`src/rtl/muldiv_unit.sv`:
```
// Iterative unsigned multiply/divide unit: radix-2 shift-add multiply and restoring division,
// one bit per cycle, with a single-cycle shortcut for divide by zero.
module muldiv_unit #(
  parameter int unsigned Bits = 64
) (
  input  logic            clk_i,
  input  logic            rst_ni,
  input  logic            start_i,
  input  logic [1:0]      op_i,
  input  logic [Bits-1:0] src_a_i,
  input  logic [Bits-1:0] src_b_i,
  input  logic            flush_i,
  output logic            busy_o,
  output logic            done_o,
  output logic [Bits-1:0] result_o,
  output logic            result_zero_o
);

  localparam int unsigned CntW = $clog2(Bits + 1);

  typedef enum logic [1:0] {StIdle, StRun, StDivZero, StDone} state_e;

  state_e              state_q;
  logic [CntW-1:0]     cnt_q;
  logic [1:0]          op_q;
  logic [Bits-1:0]     a_q, b_q;
  logic [2*Bits-1:0]   acc_q;
  logic                busy_q, done_q, result_zero_q;
  logic [Bits-1:0]     result_q;

  logic [Bits:0]       mul_sum, div_shift;
  logic [Bits-1:0]     div_diff;
  logic                div_ge;
  logic [2*Bits-1:0]   acc_d;
  logic [Bits-1:0]     a_d, b_d, fin_d, dz_result;

  // acc_q: multiply -> {partial high, product low}; divide -> {remainder, quotient}.
  // a_q doubles as the dividend shift register, b_q as the multiplier shift register.
  always_comb begin
    mul_sum   = {1'b0, acc_q[2*Bits-1:Bits]} + {1'b0, (b_q[0] ? a_q : {Bits{1'b0}})};
    div_shift = {acc_q[2*Bits-1:Bits], a_q[Bits-1]};
    div_ge    = div_shift >= {1'b0, b_q};
    // When the trial succeeds the difference is below the divisor, so Bits bits suffice.
    div_diff  = div_shift[Bits-1:0] - b_q;
    acc_d     = acc_q;
    a_d       = a_q;
    b_d       = b_q;
    if (op_q[1]) begin
      acc_d = {(div_ge ? div_diff : div_shift[Bits-1:0]), acc_q[Bits-2:0], div_ge};
      a_d   = a_q << 1;
    end else begin
      acc_d = {mul_sum, acc_q[Bits-1:1]};
      b_d   = b_q >> 1;
    end
    unique case (op_q)
      2'b00:   fin_d = acc_d[Bits-1:0];
      2'b01:   fin_d = acc_d[2*Bits-1:Bits];
      2'b10:   fin_d = acc_d[Bits-1:0];
      default: fin_d = acc_d[2*Bits-1:Bits];
    endcase
    dz_result = op_q[0] ? a_q : {Bits{1'b1}};
  end

  always_ff @(posedge clk_i or negedge rst_ni) begin
    if (!rst_ni) begin
      state_q       <= StIdle;
      cnt_q         <= '0;
      op_q          <= '0;
      a_q           <= '0;
      b_q           <= '0;
      acc_q         <= '0;
      busy_q        <= 1'b0;
      done_q        <= 1'b0;
      result_q      <= '0;
      result_zero_q <= 1'b1;
    end else if (flush_i) begin
      state_q <= StIdle;
      busy_q  <= 1'b0;
      done_q  <= 1'b0;
    end else begin
      unique case (state_q)
        StIdle, StDone: begin
          if (start_i) begin
            op_q   <= op_i;
            a_q    <= src_a_i;
            b_q    <= src_b_i;
            acc_q  <= '0;
            cnt_q  <= CntW'(Bits);
            done_q <= 1'b0;
            if (op_i[1] && (src_b_i == '0)) begin
              state_q <= StDivZero;
              busy_q  <= 1'b0;
            end else begin
              state_q <= StRun;
              busy_q  <= 1'b1;
            end
          end
        end
        StDivZero: begin
          state_q       <= StDone;
          done_q        <= 1'b1;
          result_q      <= dz_result;
          result_zero_q <= (dz_result == '0);
        end
        StRun: begin
          acc_q <= acc_d;
          a_q   <= a_d;
          b_q   <= b_d;
          cnt_q <= cnt_q - CntW'(1);
          if (cnt_q == CntW'(1)) begin
            state_q       <= StDone;
            busy_q        <= 1'b0;
            done_q        <= 1'b1;
            result_q      <= fin_d;
            result_zero_q <= (fin_d == '0);
          end
        end
        default: state_q <= StIdle;
      endcase
    end
  end

  assign busy_o        = busy_q;
  assign done_o        = done_q;
  assign result_o      = result_q;
  assign result_zero_o = result_zero_q;

endmodule
```
`config.mk`:
```
export PLATFORM = sky130hd
export DESIGN_NAME = muldiv_unit
export DESIGN_NICKNAME = d
export VERILOG_FILES = /design/src/rtl/muldiv_unit.sv
export SDC_FILE = /design/constraint.sdc
export NUM_CORES = 1
export LEC_CHECK = 0
export ABC_CLOCK_PERIOD_IN_PS = 5700
export CAP_MARGIN = 25
export CORE_ASPECT_RATIO = 1.2
export CORE_MARGIN = 2
export CORE_UTILIZATION = 39
export CTS_CLUSTER_SIZE = 40
export DETAILED_ROUTE_END_ITERATION = 16
export PLACE_DENSITY_LB_ADDON = 0.3
export SETUP_SLACK_MARGIN = 0.5
export SLEW_MARGIN = 10
export SYNTH_ARGS = -nofsm -noshare
export SYNTH_HDL_FRONTEND = slang
export SYNTH_SLANG_ARGS = --single-unit
export TNS_END_PERCENT = 20
```
`constraint.sdc`:
```
create_clock -name clk_i -period 5.7 [get_ports clk_i]
set_clock_uncertainty 0.05 [all_clocks]
set_input_delay 0.855 -clock clk_i [delete_from_list [all_inputs] [get_ports clk_i]]
set_output_delay 0.855 -clock clk_i [all_outputs]
set_load 0.005 [all_outputs]
```
==> out/results.md <==
| Step | Parameter | Reported |
|---|---|---|
| run | Number of max-cap violations | 0 |
| sta | Unrepaired setup endpoints after global routing | false |
| worst setup path | Ordered list of cells on the worst path | inv_1 > ha_1 > inv_1 > fa_1 > a21o_1 > a221o_1 > a311oi_4 > o211ai_1 > a31oi_2 > xor2_1 > a211o_1 > nand3_1 > a21oi_2 > nand4_1 > nor4_4 > buf_4 > nand4_1 > nand2_1 |
| placement | Port bufs | 200 |
| die | Floorplan core area | 70820 µm² |
| clock network | Clk_lat worst skew | 590 ps |
| placement | Placed wire-length estimate | 88900 µm |
| layout | Layout cell share with drive strength beyond 1 | 0.06378 |
| drt | DR WL/cell | 25.49 µm |
| layout | Final design utilization | 0.4551 |
| layout | Syn-to-layout area delta | 15.78% |
| global route | Overall Global Routing Usage | 0.3111 |
| worst setup path | Critical path depth | 18 |
| yosys | Post-Syn Area per Cell | 7.792 µm² |
| worst setup path | Capture instance of the worst register-to-register path | result_zero_o |
| die | Boundary Pins | 201 |
| drt | Detailed-route vias per instance | 6.251 |
| worst setup path | Critical path's slowest cell | dfrtp_1 |
| sta | Final count of negative-setup-slack endpoints | 0 |
| drt | 1st-iter DRT viols | 3335 |
| sta | Part of the cycle the worst path needs | 0.9022 |
| die | Die outline area | 73540 µm² |
| die | Die W | 247.9 µm |
| placement | Placement Cell Area | 30730 µm² |
| sta | Max Fclk | 194.5 MHz |
| die | Initial Utilization | 0.3931 |
| pwr | Sw power | 12.45 mW |
| worst setup path | Critical Path Sink | result_zero_o |
| clock network | Hold buffer count at CTS | 0 |
| sta | Transition time at the pin with the least slew margin | 1041 ps |
| die | Die Ht | 296.7 µm |
| clock network | Clock root buffer | clkbuf_16 |
| worst setup path | Worst r2r path cells | 18 |
| drt | Routed via count | 28730 |
| yosys | Syn nets | 3843 |
| worst setup path | Number of buffer and inverter instances along the worst setup path | 3 |
| layout | Multi-input gate area in the final layout | 18260 µm² |
| worst setup path | Reg2Reg Setup Slack | 560 ps |
| global route | Maximum number of pins on one net before global-route repair | 109 |
| placement | Gp weighted congestion | 0.9947 |
| global route | Grt total ovfl | 0 |
| worst setup path | Critical path arrival | 5620 ps |
| yosys | Number of cells produced by synthesis | 3573 |
| pwr | Fraction of power consumed by combinational cells | 0.675 |
| yosys | Post-synthesis instance area | 27840 µm² |
| worst setup path | CP Max Fanout | 6 |
| clock network | Clk sinks | 334 |
| yosys | Ys async rst share | 1.000 |
| worst hold path | Kind of path behind the tightest hold check | input port to async pin |
| layout | Fill cell instance count of the final layout | 7061 |
| worst setup path | Worst setup EP type | register |
| global route | Global-route wire length before repair | 173200 µm |
| sta | Post-layout minimum cycle time | 5142 ps |
| global route | Vias in the first global route | 27000 |
| sta | Total Neg Setup Slack | 0 ps |
| clock network | TritonCTS clock tree | done |
| global route | Antenna violations before repair | 2 |
| pwr | Power share of the sequential group | 0.205 |
| worst setup path | CP top delay family | compound AO/OA/AOI/OAI gates |
| yosys | Number of unique standard cell types used by synthesis | 90 |
| pwr | Leakage component of the power | 13.68 nW |
| worst setup path | Worst setup startpoint | a_q[63] |
| die | Row count | 107 |
| clock network | TritonCTS buffer count | 38 |
| sta | Final Hold Vio Count | 0 |
| yosys | Primary flip-flop cell chosen by synthesis mapping | dfrtp_1 |
| layout | Post-route design area | 32230 µm² |
| drt | Total detailed-routing wirelength | 117200 µm |
| worst setup path | Data required time of the critical path | 6180 ps |
| drt | DRC violations left | 0 |
| outcome | Result of the run | finished clean |
| layout | Layout net count | 3913 |
| worst setup path | Start-to-end type of the worst setup path | register to register |
| layout | Reg area | 8368 µm² |
| pwr | Peak VDD IR | 0.3287 mV |
| pwr | P per Cell Area | 708.0 nW/µm² |
| yosys | Fraction of the yosys area taken by sequential cells | 0.3003 |
| yosys | EDFF count, synth | 0 |
| worst setup path | Max stage delay on crit path | 490 ps |
| pwr | Net Sw Frac | 0.5458 |
| yosys | Warnings, synthesis | 0 |
| pwr | Clock network fraction of total power | 0.120 |
| clock network | Maximum count of clock buffers along a single path | 3 |
| clock network | Clock-pin slew of the registers on the worst-case setup and hold paths | 80 ps |
| worst setup path | Reg-to-reg startpoint | a_q[63] |
| drt | 1st-pass router iterations | 9 |
| pwr | Internal cell power | 10.37 mW |
| sta | Max Transition Viols Final | 0 |
| sta | Worst max-slew margin expressed relative to the limit | 0.3062 |
| worst setup path | Critical Path Source Type | register |
| clock network | Number of levels in the clock H-tree | 2 |
| drt | Antenna Nets Post-Route | 0 |
| yosys | Register bit count reported by yosys | 334 |
[what timing repair did]
item | 4_1_cts | 5_1_grt
pin swaps | 0 | 5
endpoints found under the setup margin | 2 | 2
cloned | 0 | 1
resized for setup | 7 | 23
buffers inserted | 0 | 5
[metrics by stage]
stage	hold WS [ps]	setup slack [ps]	total power [mW]	instances
after global placement	409.3	139.0	19.36	4523
after detailed placement	418.4	175.7	19.32	4523
after floorplan	400.2	1404	14.07	3573
after global routing	319.3	494.6	24.12	4595
after CTS	274.5	509.8	22.15	4589
final	253.4	557.7	22.82	4596
[Yosys cell counts, drive strengths merged (57+ instances only)]
cell / number / area, µm²
a21o: 59 / 442.9
a21oi: 385 / 1927
and2: 74 / 462.9
clkbuf: 204 / 765.7
dfrtp: 333 / 8333
ha: 134 / 1677
inv: 123 / 461.7
mux2i: 194 / 1942
nand2: 437 / 1643
nand3: 80 / 400.4
nand4: 57 / 356.6
nor2: 346 / 1299
nor3: 71 / 370.4
o21ai: 275 / 1380
o31ai: 77 / 591.8
xnor2: 66 / 578.1
[sequential cells by signal (all words and copies together) (netlist names)]
register and cells:
acc_q 128, a_q 64, b_q 64, result_o 64, cnt_q 7, op_q 2, state_q 2, busy_o 1
done_o 1, result_zero_o 1
[worst min path at each step]
stage | to | slack [ps] | cells after the start
6_report | b_q[8] | 250 | 1
5_1_grt | b_q[9] | 320 | 1
4_1_cts | b_q[9] | 270 | 1
3_5_place_dp | result_o[52] | 420 | 1
3_3_place_gp | result_o[55] | 410 | 2
2_1_floorplan | acc_q[0] | 400 | 2
[kinds of logic (layout without fill, tap and decap cells)]
logic type / Yosys count / count (layout) / share of synthesized area
compound gates: 1168 / 1168 / 0.2644
flops: 334 / 334 / 0.3003
buf+inv: 368 / 464 / 0.05133
other cells: 0 / 1 / 0
xor+xnor: 105 / 105 / 0.03303
fa+ha+maj: 136 / 136 / 0.06166
mux: 230 / 230 / 0.08553
simple gates: 1232 / 1232 / 0.2037
[routing by layer]
layer	GRT usage	routed length, µm	vias to the layer above	share of wire
li1	-	-	13180	-
met1	0.4382	50480	13660	0.43
met2	0.4636	49440	1634	0.42
met3	0.05512	11420	257	0.097
met4	0.1376	5795	2	0.049
met5	0	17	-	0.00015
[placed cells by master, fill, tap and decap left out, types with 12 or more instances in the layout]
master,count
nor4_1,44
nand4_1,57
nand2b_1,16
o31ai_1,76
clkdlybuf4s50_1,199
o21ai_0,264
and2_1,74
xnor2_1,66
o21a_1,23
a311oi_1,12
o22ai_1,24
nor2_1,343
nand3_1,80
nand2_1,434
o211ai_1,35
a21oi_1,380
a211oi_1,34
a22o_1,19
nor2b_1,17
clkbuf_16,40
and3_1,20
or3_1,22
nor3_1,66
buf_4,66
inv_1,121
xor2_1,39
mux2_2,33
a31oi_1,31
dfrtp_1,330
a21o_1,59
a221oi_1,16
o21bai_1,25
ha_1,132
mux2i_1,194
[cell type report]
type | instances | area share
multi-input combinational | 2871 | 0.5666
sequential | 334 | 0.2596
timing repair buffer | 274 | 0.08276
tap | 926 | 0.03595
clock buffer | 52 | 0.03334
inverter | 124 | 0.01444
clock inverter | 14 | 0.007181
antenna | 1 | 0.00007764
[power by group through the flow]
stage	clock network [mW]	logic, mW	registers, mW
4_1_cts	2.75	14.8	4.61
6_report	2.73	15.4	4.68
2_1_floorplan	0	10.1	3.99
3_5_place_dp	0	14.7	4.65
3_3_place_gp	0	14.7	4.61
5_1_grt	2.83	16.5	4.77
Note: power is estimated with default switching activity, not from simulation.
